`src/rtl/fifo_pkg.sv`:
```
// Shared async-FIFO definitions: default sizes and Gray/binary pointer
// conversions used by both the read-side drain and the write-side full logic.
package fifo_pkg;

    localparam int ADDR_WIDTH_DEF = 3;
    localparam int DATA_WIDTH_DEF = 8;

    // Prefetch buffer occupancy, 0..2
    typedef logic [1:0] occ_t;

    // Gray to binary over a zero-extended 32-bit vector; callers truncate
    function automatic logic [31:0] gray2bin(input logic [31:0] g);
        logic [31:0] b;
        for (int i = 0; i < 32; i++) begin
            b[i] = ^(g >> i);
        end
        return b;
    endfunction

    // Binary to Gray over a zero-extended 32-bit vector; callers truncate
    function automatic logic [31:0] bin2gray(input logic [31:0] b);
        return b ^ (b >> 1);
    endfunction

endpackage

```
`src/rtl/fifo_rd_drain_if.sv`:
```
// Output word stream of the read-side drain.
// Handshake: a word moves on a rclk edge where dout_valid and dout_ready are
// both 1; once dout_valid is 1 it and dout stay stable until that transfer,
// and dout_valid never depends combinationally on dout_ready.
interface fifo_rd_drain_if #(
    parameter int DATA_WIDTH = 8
);
    logic [DATA_WIDTH-1:0] dout;
    logic                  dout_valid;
    logic                  dout_ready;

    modport master (output dout, output dout_valid, input dout_ready);
    modport slave  (input dout, input dout_valid, output dout_ready);
endinterface

```
`src/rtl/sync_w2r.sv`:
```
// Multi-flop synchronizer carrying the Gray write pointer into rclk.
// Only a plain flop chain: Gray coding guarantees at most one bit changes.
module sync_w2r #(
    parameter int WIDTH  = 4,
    parameter int STAGES = 2
) (
    input  logic             rclk,
    input  logic             rst_n,
    input  logic [WIDTH-1:0] d,
    output logic [WIDTH-1:0] q
);

    logic [WIDTH-1:0] stage [STAGES];

    // Shift the pointer through the flop chain, clearing it on reset
    always_ff @(posedge rclk or negedge rst_n) begin
        if (!rst_n) begin
            for (int i = 0; i < STAGES; i++) begin
                stage[i] <= '0;
            end
        end else begin
            stage[0] <= d;
            for (int i = 1; i < STAGES; i++) begin
                stage[i] <= stage[i-1];
            end
        end
    end

    assign q = stage[STAGES-1];

endmodule

```
`src/rtl/fifo_rd_drain.sv`:
```
// Read-domain drain of the async FIFO: synchronizes the write pointer,
// reports the registered fill level, and pops memory words into a 2-entry
// prefetch buffer that feeds a valid/ready output stream.
module fifo_rd_drain
    import fifo_pkg::*;
#(
    parameter int ADDR_WIDTH  = ADDR_WIDTH_DEF,
    parameter int DATA_WIDTH  = DATA_WIDTH_DEF,
    parameter int SYNC_STAGES = 2,
    parameter int AE_THRESH   = 1
) (
    input  logic                  rclk,
    input  logic                  rst_n,
    input  logic [ADDR_WIDTH:0]   wptr,
    output logic [ADDR_WIDTH:0]   wptr_sync,
    input  logic [ADDR_WIDTH:0]   rptr,
    input  logic                  empty,
    output logic                  rinc,
    input  logic [DATA_WIDTH-1:0] rdata,
    fifo_rd_drain_if.master       stream,
    output logic [ADDR_WIDTH:0]   rd_level,
    output logic                  almost_empty
);

    localparam int PW = ADDR_WIDTH + 1;

    logic [DATA_WIDTH-1:0] mem [2];
    logic                  head;
    logic                  tail;
    occ_t                  occ;
    occ_t                  occ_next;
    logic                  push;
    logic                  pop;
    logic [PW-1:0]         wbin;
    logic [PW-1:0]         rbin;
    logic [PW-1:0]         level_next;

    sync_w2r #(
        .WIDTH  (PW),
        .STAGES (SYNC_STAGES)
    ) u_sync_w2r (
        .rclk  (rclk),
        .rst_n (rst_n),
        .d     (wptr),
        .q     (wptr_sync)
    );

    // Pop only while the buffer has room; dout_ready is deliberately not used
    // here so the pop request never waits on the downstream consumer.
    assign rinc = ~empty & (occ < 2'd2);
    assign push = rinc;
    assign pop  = stream.dout_valid & stream.dout_ready;

    assign stream.dout       = mem[head];
    assign stream.dout_valid = (occ != 2'd0);

    // Next occupancy from the push/pop combination
    always_comb begin
        occ_next = occ;
        case ({push, pop})
            2'b10:   occ_next = occ + 2'd1;
            2'b01:   occ_next = occ - 2'd1;
            default: occ_next = occ;
        endcase
    end

    // Prefetch buffer: capture rdata at the tail, retire from the head
    always_ff @(posedge rclk or negedge rst_n) begin
        if (!rst_n) begin
            mem[0] <= '0;
            mem[1] <= '0;
            head   <= 1'b0;
            tail   <= 1'b0;
            occ    <= 2'd0;
        end else begin
            if (push) begin
                mem[tail] <= rdata;
                tail      <= ~tail;
            end
            if (pop) begin
                head <= ~head;
            end
            occ <= occ_next;
        end
    end

    // Pointer difference modulo 2**PW covers wrap of either pointer
    always_comb begin
        wbin       = PW'(gray2bin(32'(wptr_sync)));
        rbin       = PW'(gray2bin(32'(rptr)));
        level_next = wbin - rbin;
    end

    // Registered level and almost-empty flag, updated together
    always_ff @(posedge rclk or negedge rst_n) begin
        if (!rst_n) begin
            rd_level     <= '0;
            almost_empty <= 1'b1;
        end else begin
            rd_level     <= level_next;
            almost_empty <= (level_next <= PW'(AE_THRESH));
        end
    end

endmodule

```
`src/flat_wrapper.sv`:
```
// flat-port wrapper written by rule: the top's interface ports become plain ports
module fifo_rd_drain_flat import fifo_pkg::*;
#(
    parameter int ADDR_WIDTH  = ADDR_WIDTH_DEF,
    parameter int DATA_WIDTH  = DATA_WIDTH_DEF,
    parameter int SYNC_STAGES = 2,
    parameter int AE_THRESH   = 1
)
  (rclk, rst_n, wptr, wptr_sync, rptr, empty, rinc, rdata, rd_level, almost_empty, stream_dout, stream_dout_valid, stream_dout_ready);
  fifo_rd_drain_if #(.DATA_WIDTH(DATA_WIDTH)) stream_i ();
  input  logic rclk;
  input  logic rst_n;
  input  logic [ADDR_WIDTH:0] wptr;
  output logic [ADDR_WIDTH:0] wptr_sync;
  input  logic [ADDR_WIDTH:0] rptr;
  input  logic empty;
  output logic rinc;
  input  logic [DATA_WIDTH-1:0] rdata;
  output logic [ADDR_WIDTH:0] rd_level;
  output logic almost_empty;
  output wire logic [$bits(stream_i.dout)-1:0] stream_dout;
  output wire logic [$bits(stream_i.dout_valid)-1:0] stream_dout_valid;
  input wire logic [$bits(stream_i.dout_ready)-1:0] stream_dout_ready;
  assign stream_dout = stream_i.dout;
  assign stream_dout_valid = stream_i.dout_valid;
  assign stream_i.dout_ready = stream_dout_ready;
  fifo_rd_drain #(.ADDR_WIDTH(ADDR_WIDTH), .DATA_WIDTH(DATA_WIDTH), .SYNC_STAGES(SYNC_STAGES), .AE_THRESH(AE_THRESH)) u_core (.rclk(rclk), .rst_n(rst_n), .wptr(wptr), .wptr_sync(wptr_sync), .rptr(rptr), .empty(empty), .rinc(rinc), .rdata(rdata), .stream(stream_i), .rd_level(rd_level), .almost_empty(almost_empty));
endmodule
```
`config.mk`:
```
export PLATFORM = sky130hd
export DESIGN_NAME = fifo_rd_drain_flat
export DESIGN_NICKNAME = d
export VERILOG_FILES = /design/src/rtl/fifo_pkg.sv /design/src/rtl/fifo_rd_drain_if.sv /design/src/rtl/sync_w2r.sv /design/src/rtl/fifo_rd_drain.sv /design/src/flat_wrapper.sv
export SDC_FILE = /design/constraint.sdc
export NUM_CORES = 1
export LEC_CHECK = 0
export BUFFER_PORTS_ARGS = -buffer_cell sky130_fd_sc_hd__buf_2
export CAP_MARGIN = 20
export CORE_MARGIN = 5
export CORE_UTILIZATION = 55
export DETAILED_ROUTE_END_ITERATION = 6
export PLACE_DENSITY = 0.9
export SYNTH_ARGS = -nofsm -noshare
export SYNTH_HDL_FRONTEND = slang
export SYNTH_SLANG_ARGS = --single-unit
export TNS_END_PERCENT = 1
```
`constraint.sdc`:
```
create_clock -name rclk -period 5.55 [get_ports rclk]
set_clock_uncertainty 0.05 [all_clocks]
set_input_delay 0.2775 -clock rclk [delete_from_list [all_inputs] [get_ports rclk]]
set_output_delay 0.2775 -clock rclk [all_outputs]
set_load 0.02 [all_outputs]
```
# Yosys cells after proc, flatten, opt, wreduce, memory -nomap -nowiden
# Cells that the tools add are included.
dict set report op_classes {
  addsub 3
  order_cmp 5
  n_eq_ne 2
  mux 7
  n_bitwise 7
  reduce_logical 11
}
# cell n
set op_table {}
lappend op_table {{parity 32 bit} 8}
lappend op_table {{two-way mux 8 bit} 4}
lappend op_table {{bitwise mux 16 bit} 1}
lappend op_table {{demux 8 bit (select 1 bit)} 1}
lappend op_table {{greater-or-equal comparator 2 bit (second input constant)} 2}
lappend op_table {{<= comparator 4 x 1 -> 1 bit (second input constant)} 1}
lappend op_table {{NOT 1 -> 2 bit} 2}
lappend op_table {{one-hot mux 2 bit (2 select lines)} 1}
lappend op_table {{nonzero test 2 bit} 2}
lappend op_table {{subtractor 4 bit} 1}
lappend op_table {{NOT 1 bit} 3}
lappend op_table {{adder 2 x 1 -> 2 bit (second input constant)} 1}
lappend op_table {{bitwise AND 1 bit} 2}
lappend op_table {{equality test 2 x 1 -> 1 bit (second input constant)} 1}
lappend op_table {{equality test 2 bit (second input constant)} 1}
lappend op_table {{less-than comparator 2 x 1 -> 1 bit (second input constant)} 1}
lappend op_table {{less-than comparator 2 bit (second input constant)} 1}
lappend op_table {{subtractor 2 x 1 -> 2 bit (second input constant)} 1}
lappend op_table {{logical AND 1 bit} 1}
dict set report word_totals {
  ff_bits 33
  inputBits 20
  wordCells 44
}

# Depth between registers and ports, before layout
# Gate-level depths: netlist (run 1).
dict set report depth {
  ltp_word 6
  depth_mapped 7
  ltp_nobuf 7
}

# Modules after synthesis
# Synthesis (run 1) repeated with hierarchy kept, for this count alone.
dict set report unflattened {
  hier_cells 98
  area_unflattened_um2 1470.2
}
# mod instances cells_each area_each_um2
set by_module_without_submodules {}
lappend by_module_without_submodules {fifo_rd_drain 1 86 1239.9}
lappend by_module_without_submodules {sync_w2r 1 12 230.2}

# Worst setup path after synthesis (run 1)
# OpenSTA, ideal clock, no wires.
dict set report synth_timing {
  path_type {register to register}
  from {reg u_core.u_sync_w2r.stage, in the netlist u_core.u_sync_w2r.q[3]}
  to {reg u_core.almost_empty}
  setup_ps 89
  arrival_ps 1897
  t_required_ps 5411
  slack_ps 3514
  path_stages_with_launch 8
  period_less_slack_ps 2036
  path_cell_list {dfrtp_1 > xor2_1 > xnor2_1 > xor2_1 > ha_1 > fa_1 > inv_1 > a211oi_1}
}
dict set report synth_between {
  elab_chain_len 3
  word_cells_on_any_way 6
}
# element line_no
set synth_lines {}
lappend synth_lines {{start, declared} sync_w2r.sv:13} ;# logic [WIDTH-1:0] stage [STAGES];
lappend synth_lines {{start signal, assigned by index} sync_w2r.sv:24} ;# stage[i] <= stage[i-1];
lappend synth_lines {{parity 32 bit} fifo_pkg.sv:15} ;# b[i] = ^(g >> i);
lappend synth_lines {{subtractor 4 bit *} fifo_rd_drain.sv:91} ;# level_next = wbin - rbin;
lappend synth_lines {{net u_core.level_next[1]} fifo_rd_drain.sv:36} ;# logic [PW-1:0] level_next;
lappend synth_lines {{<= comparator 4 x 1 -> 1 bit *} fifo_rd_drain.sv:101} ;# almost_empty <= (level_next <= PW'(AE_THRESH));
lappend synth_lines {{end signal, assigned} fifo_rd_drain.sv:101}
lappend synth_lines {{end, declared} fifo_rd_drain.sv:22} ;# output logic almost_empty
# Mark *: on every way through the listed nets, which the timed path passes. The rest lies on a longest branch.
# A chain may end at the register's enable or synchronous reset.

# Worst setup path in the final report (run 1)
# Ends and elaborated chain as after synthesis.

==> results.yml, run 1 <==
timing:
  final_hold_viol_count: 0
  fin_setup_tns_ns: 0
  worst_slew_pin_slew_ns: 0.717
  rsz0062_at_grt: "no"
  relSlewSlack: 0.522
  post-route-min-period_ns: 2.19
  fmax_ghz: 0.456
  fin_crit_sh: 0.395
  setup_violations: 0
  finalMaxSlewViolations: 0
setup_path:
  setup.worst_path.class: "reg -> reg"
  cp-startpoint: "u_core.u_sync_w2r.q[3]$_DFF_PN0_"
  timing.rr.start: "u_core.u_sync_w2r.q[3]$_DFF_PN0_"
  critPathArrivalTime_ns: 2.39
  crit_required_ns: 5.74
  cp-start-kind: "flip-flop"
  cp_max_fo: 3
  cp-end-kind: "flip-flop"
route:
  drc: 0
  viasPerCell: 4.96
  wl_per_cell_um: 15.2
  firstDrtPassIters: 4
  vias: 848
  drt_iter0_drc: 16
  routed_wl_um: 2600
  drt.antenna.violating_nets: 0
power:
  p_per_area_nw_per_um2: 546
  power_leakage_nw: 0.847
  clkPwrFrac: 0.138
  p_seq_frac: 0.419
  combinationalPowerShare: 0.443
  p_total_uw: 953
  power_switching_uw: 343
  sw_frac_of_total: 0.360
  power.internal_uw: 610
  ir_drop_mv: 0.395
floorplanning:
  fp.dieH_um: 61.7
  core_sq_um: 2520
  ios: 39
  initial_core_util: 0.583
  die-area_sq_um: 3810
  dieWidth_um: 61.7
  rows: 18
synth:
  synthMuxAreaShare: 0.204
  syn_area_per_cell_sq_um: 15.0
  yosysTopAreaCellShare: 0.545
  synth-xor-area-share: 0.0826
  netlist_instances: 98
  synth_area_leader_cell: "dfrtp_1"
  yosysWarnings: 0
  yosysSeqAreaShare: 0.563
  synth_compound_area_frac: 0.0136
  synth_area_leaders: "dfrtp_1, mux2_2, mux2_4, xor2_1, ha_1"
  yosys.area_share.simple: 0.0451
  postSynthRegisterBits: 33
  synth.distinct_cells: 24
  syn_area_sq_um: 1470
  yosys.area_share.adder: 0.0477
  syn_nets: 123
  synth_top_family_by_area: "multiplexers"
grt:
  grt_max_degree: 34
  grt_overflow: 0
  grt_util_all_layers: 0.159
  antenna_found_initial: 0
  grt_pass1_wl_um: 4150
  grt_pass1_vias: 953
finish:
  fin_cells: 171
  area_delta_synth_final_pct: 18.8
  diodes: 0
  drive_above_1_share: 0.518
  layout_common_cells: "buf_2, dfrtp_1, mux2_2, mux2_4, xor2_1"
  final_common_cell: "buf_2"
  fin_nets: 166
  fin_util: 0.692
clock_network:
  h-tree-depth: 2
  clock-root-buffer: "clkbuf_4"
  cts.path.max_buffers: 2
  cts_buffers: 5
  cts.clk_slew.worst_paths_ns: 0.09
  cts_tree: "done"
  cts_resized: 0
  insertion_delay_ns: 0.32
  cts.sinks: 33
flow_run:
  drv_cap: 0
placement:
  placedCellCount: 160
  place.gp.congestion: 0.786
  port_buffers: 38
  dp_hpwl_um: 1960
min_path:
  worstHoldStart: "wptr[3]"
  hp-class: "in -> reg"
run_status:
  status: "complete, no violations"
sequential cells by signal, indices dropped and copies added (netlist names):
name                     cells
u_core.almost_empty          1
u_core.mem                  16
u_core.head                  1
u_core.u_sync_w2r.stage      4
u_core.rd_level              4
u_core.tail                  1
u_core.u_sync_w2r.q          4
u_core.occ                   2
cell type report:
type                            instances  area, sq um
Inverter                                5         18.8
Multi-Input combinational cell         54          578
Sequential cell                        33          827
Clock buffer                            7         55.1
Tap cell                               30         37.5
Timing Repair Buffer                   42          230
Fill cell                             178          776
timing repair:
action	4_1_cts	5_1_grt
hold buffers	4	0
endpoints found under the hold margin	35	0
buffers inserted	0	0
path summary, 6_finish.rpt:
check / endpoint / slack [ns] / depth (start not counted)
max: u_core.almost_empty$_DFF_PN1_ / 3.36 / 7
min: u_core.u_sync_w2r.stage[7]$_DFF_PN0_ / 0.01 / 1
max reg2reg: u_core.almost_empty$_DFF_PN1_ / 3.36 / 7
min reg2reg: u_core.u_sync_w2r.q[2]$_DFF_PN0_ / 0.30 / 0
max in group asynchronous: u_core.rd_level[0]$_DFF_PN0_ / 4.50 / 2
min in group asynchronous: u_core.occ[0]$_DFFE_PN0P_ / 0.49 / 2
worst max-delay path, cell delays in order, from the launching register on:
cell	delay (ns)
dfrtp_1	0.41
xor2_1	0.18
xnor2_1	0.36
xor2_1	0.13
ha_1	0.25
fa_1	0.48
inv_1	0.05
a211oi_1	0.20
synth_stat cells:
library cell  number
dfrtp_1           32
mux2_2            16
mux2_4             8
xor2_1             7
inv_1              5
xnor2_1            5
buf_4              4
ha_1               4
and2_1             2
a211oi_1           1
a21o_1             1
a21oi_1            1
and2_4             1
buf_2              1
buf_6              1
dfstp_2            1
fa_1               1
nand3_1            1
nand3b_1           1
nor2_1             1
nor2_2             1
nor3_4             1
or2_1              1
xnor2_2            1
metal layers:
| layer | track usage | part of all wire | vias up | wire [um] |
|---|---|---|---|---|
| li1 | - | - | 404 | - |
| met1 | 0.165 | 0.38 | 414 | 999 |
| met2 | 0.278 | 0.53 | 26 | 1370 |
| met3 | 0.0661 | 0.075 | 4 | 195 |
| met4 | 0.0727 | 0.015 | 0 | 38 |
| met5 | 0 | 0 | - | 0 |
through the flow:
| stage | area, sq um | setup WS [ns] | hold slack (ns) |
|---|---|---|---|
| floorplan | 1470 | 3.51 | -0.0681 |
| global placement | 1650 | 3.48 | 0.282 |
| detailed placement | 1650 | 3.34 | 0.285 |
| CTS | 1750 | 3.33 | 0.00198 |
| global route | 1750 | 3.21 | 0.00228 |
| finish | 1750 | 3.36 | 0.0113 |
cell families (layout without fill, tap and decap cells):
group / Yosys count / in the layout
flops: 33 / 33
mux: 24 / 24
xor+xnor: 13 / 13
buf+inv: 11 / 54
simple gates: 9 / 9
fa+ha+maj: 5 / 5
compound gates: 3 / 3
power groups by stage:
stage                     sequential, mW  combinational (mW)  clock [mW]
final                              0.399               0.422       0.132
after global routing               0.410               0.459       0.144
after CTS                          0.399               0.430       0.136
after detailed placement           0.404               0.425           0
after global placement             0.396               0.408           0
after floorplan                    0.398               0.316           0
Power figures use the tool's default switching activity.
==> run 2, diff against run 1 <==
--- a/config.mk
+++ b/config.mk
@@ -8,9 +8,9 @@
 export BUFFER_PORTS_ARGS = -buffer_cell sky130_fd_sc_hd__buf_2
 export CAP_MARGIN = 20
 export CORE_MARGIN = 5
-export CORE_UTILIZATION = 55
+export CORE_UTILIZATION = 46
 export DETAILED_ROUTE_END_ITERATION = 6
-export PLACE_DENSITY = 0.9
+export PLACE_DENSITY = 0.81
 export SYNTH_ARGS = -nofsm -noshare
 export SYNTH_HDL_FRONTEND = slang
 export SYNTH_SLANG_ARGS = --single-unit
==> constraint.sdc (replaced) <==
create_clock -name rclk -period 1.8 [get_ports rclk]
set_clock_uncertainty 0.05 [all_clocks]
set_input_delay 0.09 -clock rclk [delete_from_list [all_inputs] [get_ports rclk]]
set_output_delay 0.09 -clock rclk [all_outputs]
set_load 0.02 [all_outputs]
==> run 2 against run 1 <==
The run now ends with setup timing left. Power grew to 3.1 times the previous value. Wire length decreased by 3.9%. Global-route usage shrank 2.7 points. Clock power increased to 2.9 times the previous value. Critical path depth unchanged. Core utilization fell by 6.6 points. Largest cell class unchanged.
==> results.yml, run 2 (synthesis gave the netlist of run 1 again) <==
run_status:
  status: "finished, violations left"
  violations: "setup timing"
floorplanning:
  die-area_sq_um: 4430
  dieWidth_um: 66.5
  fp.dieH_um: 66.5
  ios: 39
  rows: 20
  core_sq_um: 3050
  initial_core_util: 0.482
timing:
  worst_slew_pin_slew_ns: 0.696
  fmax_ghz: 0.506
  worst_slack_ns: -0.178
  finalMaxSlewViolations: 0
  setup_violations: 4
  fin_crit_sh: 1.10
  hold-worst-slack_ns: 0.0432
  rsz0062_at_grt: "yes"
  fin_setup_tns_ns: -0.316
  relSlewSlack: 0.536
  final_hold_viol_count: 0
  post-route-min-period_ns: 1.98
clock_network:
  h-tree-depth: 2
  clock-root-buffer: "clkbuf_4"
  cts.path.max_buffers: 2
  insertion_delay_ns: 0.32
  cts_buffers: 5
  cts_setup_buffers: 0
  cts.clk_slew.worst_paths_ns: 0.09
  cts.sinks: 33
  cts_tree: "done"
setup_path:
  critPathArrivalTime_ns: 2.18
  cp-start-kind: "flip-flop"
  setup.worst_path.class: "reg -> reg"
  cp_slowest_cell: "dfrtp_1"
  cpMostUsedCell: "xnor2_2"
  cp_cell_sequence: "xor2_2, xnor2_2, xor2_1, ha_2, fa_2, xnor2_2, a211oi_2"
  cp-end-kind: "flip-flop"
  crit_required_ns: 2.00
  critical_path.top_delay_family: "XOR/XNOR gates"
  critPathBufInv: 0
  cp_max_fo: 2
  worst_path_largest_cell_delay_ns: 0.42
finish:
  layout_common_cells: "buf_2, dfrtp_1, mux2_2, dlygate4sd3_1, mux2_4"
  area_delta_synth_final_pct: 30.1
  drive_above_1_share: 0.548
  largest_register_ffs: 16
  fillers: 243
  fin_nets: 179
  diodes: 0
  final_common_cell: "buf_2"
  regMostFlops: "u_core.mem"
grt:
  grt_max_degree: 34
  grt_pass1_wl_um: 4260
  grt_util_all_layers: 0.132
  grt_pass1_vias: 973
  grt_overflow: 0
  antenna_found_initial: 0
route:
  viasPerCell: 4.42
  vias: 879
  drc: 0
  firstDrtPassIters: 4
  routed_wl_um: 2500
  drt_iter0_drc: 22
  wl_per_cell_um: 12.5
  drt.antenna.violating_nets: 0
placement:
  place_ws_ns: -0.214
  place.gp.congestion: 0.693
  dp_hpwl_um: 1810
  port_buffers: 38
power:
  ir_drop_mv: 0.787
  power_switching_mw: 1.07
  combinationalPowerShare: 0.456
  p_seq_frac: 0.415
  power.internal_mw: 1.89
  power_leakage_nw: 0.914
  sw_frac_of_total: 0.362
  clkPwrFrac: 0.130
  p_per_area_nw_per_um2: 1550
  p_total_mw: 2.96
min_path:
  hp-class: "in -> reg"
flow_run:
  drv_cap: 0
==> run 2: changes by cell type in the layout (fill, tap and decap cells not counted), sizes merged <==
cell         previous run  this run
buf                    38        42
clkinv                  0         2
dlygate4sd3             4        13
clkbuf                  7         6
==> run 2: repair_timing <==
action,in CTS,in global routing
resized for setup,1,3
hold buffers,13,0
endpoints found under the hold margin,52,0
pin swaps,2,4
endpoints found under the setup margin,4,4
==> run 2: power groups by stage <==
stage          registers, mW  logic [mW]  clock network [mW]
3_5_place_dp            1.24        1.32                   0
6_report                1.23        1.35               0.383
3_3_place_gp            1.22        1.28                   0
2_1_floorplan           1.23       0.979                   0
4_1_cts                 1.23        1.35               0.402
5_1_grt                 1.27        1.47               0.432
==> run 2: worst min-delay path, stage by stage <==
cell	delay [ns]
buf_2	0.07
and2_1	0.15
xor2_1	0.07
==> run 2: per-stage QoR <==
step | util | area (sq um) | instances
global route | 0.627 | 1910 | 199
detailed placement | 0.562 | 1720 | 178
floorplan | - | 1490 | 98
CTS | 0.623 | 1900 | 199
finish | 0.627 | 1910 | 199
global placement | 0.562 | 1720 | 178
==> run 2: layer usage <==
metal,vias up,global-route usage,share of wire
met2,24,0.232,0.49
met1,416,0.146,0.43
met5,-,0,0
li1,431,-,-
met3,8,0.0304,0.047
met4,0,0.0685,0.025
==> run 2: area by class of cell <==
class,instances,area (sq um),share of cell area
Clock buffer,6,41.3,0.0216
Clock inverter,2,10.0,0.00523
Inverter,5,18.8,0.00981
Multi-Input combinational cell,54,611,0.319
Sequential cell,33,827,0.432
Tap cell,44,55.1,0.0288
Timing Repair Buffer,55,350,0.183
==> run 2: final timing paths <==
kind	from	end	cells past startpoint	slack, ns
min in group asynchronous	rst_n	u_core.u_sync_w2r.stage[6]$_DFF_PN0_	2	0.30
setup / recovery	u_core.u_sync_w2r.q[2]$_DFF_PN0_	u_core.almost_empty$_DFF_PN1_	7	-0.18
setup reg to reg	u_core.u_sync_w2r.q[2]$_DFF_PN0_	u_core.almost_empty$_DFF_PN1_	7	-0.18
hold / removal	stream_dout_ready	u_core.head$_DFFE_PN0P_	3	0.04
max in group asynchronous	rst_n	u_core.mem[9]$_DFFE_PN0P_	2	0.96
hold reg to reg	u_core.u_sync_w2r.stage[5]$_DFF_PN0_	u_core.u_sync_w2r.q[1]$_DFF_PN0_	0	0.31
